===== src/rtl/ens0_layer2_out_stage.sv =====
// Registered valid/ready boundary between layer-2 activations and layer-3 inputs,
// built as a 2-entry skid buffer. Optional counters enabled by LN_STAGE_STATS_EN.
module ens0_layer2_out_stage #(
  parameter int WIDTH = 512
`ifdef LN_STAGE_STATS_EN
  ,
  parameter int CNT_W = 32
`endif
) (
  input  logic             clk,
  input  logic             rst,
  input  logic             in_valid,
  output logic             in_ready,
  input  logic [WIDTH-1:0] in_data,
  output logic             out_valid,
  input  logic             out_ready,
  output logic [WIDTH-1:0] out_data
`ifdef LN_STAGE_STATS_EN
  ,
  output logic [CNT_W-1:0] stat_accepted,
  output logic [CNT_W-1:0] stat_stalls
`endif
);

  typedef enum logic [1:0] {
    EMPTY = 2'd0,
    ONE   = 2'd1,
    FULL  = 2'd2
  } state_t;

  state_t           state;
  logic [WIDTH-1:0] main_q;
  logic [WIDTH-1:0] skid_q;
  logic             accept;
  logic             emit;

  assign accept   = in_valid & in_ready;
  assign emit     = out_valid & out_ready;
  assign out_data = main_q;

  // in_ready is a flop of its own, so layer 2 never sees a combinational path from out_ready.
  // NOTE: all state below uses non-blocking assignments so every register samples pre-edge values.
  always_ff @(posedge clk) begin
    if (rst) begin
      state     <= EMPTY;
      main_q    <= '0;
      skid_q    <= '0;
      out_valid <= 1'b0;
      in_ready  <= 1'b0;
    end else begin
      case (state)
        EMPTY: begin
          in_ready <= 1'b1;
          if (accept) begin
            main_q    <= in_data;
            out_valid <= 1'b1;
            state     <= ONE;
          end
        end
        ONE: begin
          case ({accept, emit})
            2'b11: main_q <= in_data;
            2'b10: begin
              skid_q   <= in_data;
              in_ready <= 1'b0;
              state    <= FULL;
            end
            2'b01: begin
              out_valid <= 1'b0;
              state     <= EMPTY;
            end
            default: ;
          endcase
        end
        FULL: begin
          if (emit) begin
            main_q   <= skid_q;
            in_ready <= 1'b1;
            state    <= ONE;
          end
        end
        default: begin
          state     <= EMPTY;
          out_valid <= 1'b0;
          in_ready  <= 1'b0;
        end
      endcase
    end
  end

`ifdef LN_STAGE_STATS_EN
  // Saturating counters: they stick at all-ones instead of wrapping.
  always_ff @(posedge clk) begin
    if (rst) begin
      stat_accepted <= '0;
      stat_stalls   <= '0;
    end else begin
      if (accept && (stat_accepted != '1))
        stat_accepted <= stat_accepted + CNT_W'(1);
      if (out_valid && !out_ready && (stat_stalls != '1))
        stat_stalls <= stat_stalls + CNT_W'(1);
    end
  end
`endif

endmodule


===== config.mk =====
export PLATFORM = sky130hd
export DESIGN_NAME = ens0_layer2_out_stage
export DESIGN_NICKNAME = d
export VERILOG_FILES = /design/src/rtl/ens0_layer2_out_stage.sv
export SDC_FILE = /design/constraint.sdc
export NUM_CORES = 2
export LEC_CHECK = 0
export ABC_AREA = 1
export BUFFER_PORTS_ARGS = -buffer_cell sky130_fd_sc_hd__buf_4
export CORE_AREA = 3 3 406 408
export CTS_CLUSTER_DIAMETER = 200
export CTS_CLUSTER_SIZE = 24
export DETAILED_ROUTE_END_ITERATION = 8
export DIE_AREA = 0 0 409 411
export MAX_ROUTING_LAYER = met4
export PLACE_DENSITY = 0.56
export SKIP_LAST_GASP = 1
export SYNTH_ARGS = -nofsm -noshare
export SYNTH_HDL_FRONTEND = slang
export SYNTH_SLANG_ARGS = --single-unit

===== constraint.sdc =====
create_clock -name clk -period 2.4 [get_ports clk]
set_input_delay 0.24 -clock clk [delete_from_list [all_inputs] [get_ports clk]]
set_output_delay 0.24 -clock clk [all_outputs]
set_load 0.005 [all_outputs]

==> flow_metrics.py <==
metrics = {
    "global_routing": {
        "grt_pass1_wl_um": 249000,
        "busiest_layer": "met2",
        "globalRouteTotalUtil_pct": 19.1,
        "grt_max_degree": 124,
        "grt_pass1_vias": 42287,
        "grtUsageMet3_pct": 3.24,
        "grtUsageMet2_pct": 30.8,
        "grt_overflow": 0,
        "use_met1_pct": 23.7,
        "antenna_found_initial": 21,
    },
    "yosys": {
        "yosys_warnings": 0,
        "synth_edf_count": 0,
        "synthCells": 7116,
        "postSynth.asyncResetShare_pct": 0,
        "yosys_most_used_dff": "dfxtp_1",
        "avgSynthCellArea_um2": 6.26,
        "yosys-top-cells-count": "2519 x nand2_1, 1999 x nor2_1, 1028 x dfxtp_1",
        "synth_nets": 7632,
        "synth.area.top_cells": "dfxtp_1 46%, nand2_1 21%, nor2_1 17%",
        "synth.most_common_cell": "nand2_1",
        "ys_types": 15,
        "yosysTopAreaCellShare_pct": 46.2,
        "yosysTopAreaCell": "dfxtp_1",
        "synth_area_mm2": 0.0445,
        "ys_ff_latch": 1028,
        "seq_area_frac_synth_pct": 46.2,
    },
    "setup_path": {
        "path_buf_inv": 3,
        "critical_path.max_fanout": 64,
        "crit_path_start_kind": "flop",
        "cp_slowest_cell": "dfxtp_1",
        "cp_top_family": "buffers and inverters",
        "crit_type": "reg2reg",
        "critPathArrivalTime_ps": 2590,
        "worstPathCellList": "inv_2 > nor2_4 > buf_12 > buf_4 > nand2_1 > nand2_1 > nor2_1 > nor2_1",
        "cp_slowest_stage_delay_ps": 410,
        "cp.required_ps": 2980,
        "critPathCaptureType": "flop",
    },
    "detailed_routing": {
        "routed_via_density": 4.34,
        "num_vias": 45919,
        "drtIter0Drc": 3046,
        "route.detailed.drc": 0,
        "drtAntennaViolNets": 0,
        "routedWlPerCell_um": 15.6,
        "drtPass1Iterations": 6,
        "routed_wirelength_um": 165000,
    },
    "placed_design": {
        "gp_congestion": 0.862,
        "dp_hpwl_um": 113000,
        "portBuffers": 1029,
        "place_area_mm2": 0.0545,
    },
    "power_and_ir_drop": {
        "power.leakage_uw": 0.0304,
        "peakVddDrop_mv": 0.387,
        "power_density_mw_per_mm2": 601,
        "total_power_uw": 36700,
    },
    "clock_network": {
        "cts_tree": "done",
        "cts_setup_buffers": 0,
        "clock_sinks": 1028,
        "clk_latency_ps": 660,
        "cts_buffer_depth": 3,
        "ctsResizeCount": 0,
        "path_clk_slew_ps": 100,
        "cts_made_buffers": 48,
        "cts_hold_repair.buffers": 516,
        "htree_num_levels": 2,
        "clockRootBuffer": "clkbuf_16",
    },
    "cells_and_area": {
        "layout.nets": 8896,
        "drive_gt1_share_pct": 14.4,
        "final_cell_area_mm2": 0.0610,
        "area_delta_synth_final_pct": 36.9,
    },
    "sta": {
        "hold_violations": 0,
        "rsz0062_at_grt": "false",
        "setup_viol": 0,
        "fin_crit_sh_pct": 84.0,
        "slew_viol_final": 0,
        "finalCriticalPeriod_ps": 2020,
        "hold_slack_ps": 379,
        "clock.fmax_ghz": 0.496,
        "fin_tns_setup_ps": 0,
        "fin_worst_skew_ps": 24.6,
        "tightestPinTransition_ps": 634,
        "relSlewSlack_pct": 57.8,
    },
    "die": {
        "dieArea_mm2": 0.168,
        "std_cell_rows": 148,
        "ios": 1030,
        "die_w_um": 409,
        "core_mm2": 0.162,
        "initial_core_util_pct": 27.5,
        "die_h_um": 411,
    },
    "hold_path": {
        "hold_path_class": "in2reg",
    },
    "run_status": {
        "status": "finished clean",
    },
    "job": {
        "cap_violations": 0,
    },
}
## routing by layer
metal  share of wire, %  routed length [um]  up-vias
met3                5.7                9460      265
met1                 44               72000    20819
met4                4.5                7380        0
met5                  0                   0        -
li1                   -                   -    23568
met2                 46               76000     1267
## worst paths after layout
check	to	depth (start not counted)	slack (ps)	startpoint
worst min register to register	skid_q[494]	2	450	skid_q[494]
worst min-delay path	skid_q[20]	4	380	in_data[20]
worst max register to register	out_data[72]	8	380	state[1]
worst max-delay path	out_data[72]	8	380	state[1]
## worst min-delay path, cell delays in order
cell and delay, ps:
dlygate4sd3_1 520, buf_4 100, o21ai_0 70, nor2_1 80
## area by class of cell
type / instances / area (um2)
antenna: 22 / 55.1
clock buffer: 48 / 1200
inverter: 543 / 2060
sequential: 1028 / 20600
multi-input combinational: 5094 / 19900
clock inverter: 3 / 55.1
timing repair buffer: 1665 / 14500
tap: 2175 / 2720
fill: 17037 / 101000
## through the flow
stage	utilization (%)	cells	worst slack, ps
after detailed placement	33.7	9989	429
after global routing	37.6	10576	221
final	37.6	10578	383
after global placement	33.7	9989	442
after CTS	37.6	10556	372
after floorplan	-	7116	986
## kinds of logic (layout without fill, tap and decap cells)
| kind of cell | Yosys count | in the layout | synth area share [%] |
|---|---|---|---|
| AO/OA/AOI/OAI | 569 | 569 | 6.40 |
| buffers and inverters | 994 | 2259 | 9.24 |
| flip-flops | 1028 | 1028 | 46.2 |
| other | 0 | 22 | 0 |
| AND/OR/NAND/NOR | 4525 | 4525 | 38.2 |
## layout by cell type (no fill, tap or decap)
| cell type | count |
|---|---|
| dfxtp_1 | 1028 |
| o21ai_4 | 1 |
| inv_8 | 3 |
| diode_2 | 22 |
| nand3_4 | 1 |
| clkinv_8 | 1 |
| inv_6 | 1 |
| inv_1 | 538 |
| nand2_1 | 2519 |
| o21ai_0 | 539 |
| nand3_1 | 4 |
| nor2_1 | 1999 |
| buf_4 | 1096 |
| clkbuf_16 | 48 |
| a21oi_1 | 29 |
| dlygate4sd3_1 | 516 |
| bufinv_16 | 1 |
| nor2_2 | 1 |
| buf_12 | 53 |
| inv_2 | 2 |
| nor2_4 | 1 |
## sequential cells by signal, summed over array words and instances, names as in the netlist
name and count:
out_data 512, skid_q 512, state 2, in_ready 1, out_valid 1
## where the power goes
part / switching, uW / internal (uW) / total, uW
logic: 4220 / 3740 / 7960
clock network: 5760 / 3720 / 9480
registers: 932 / 18300 / 19200
(Power assumes the default switching activity.)
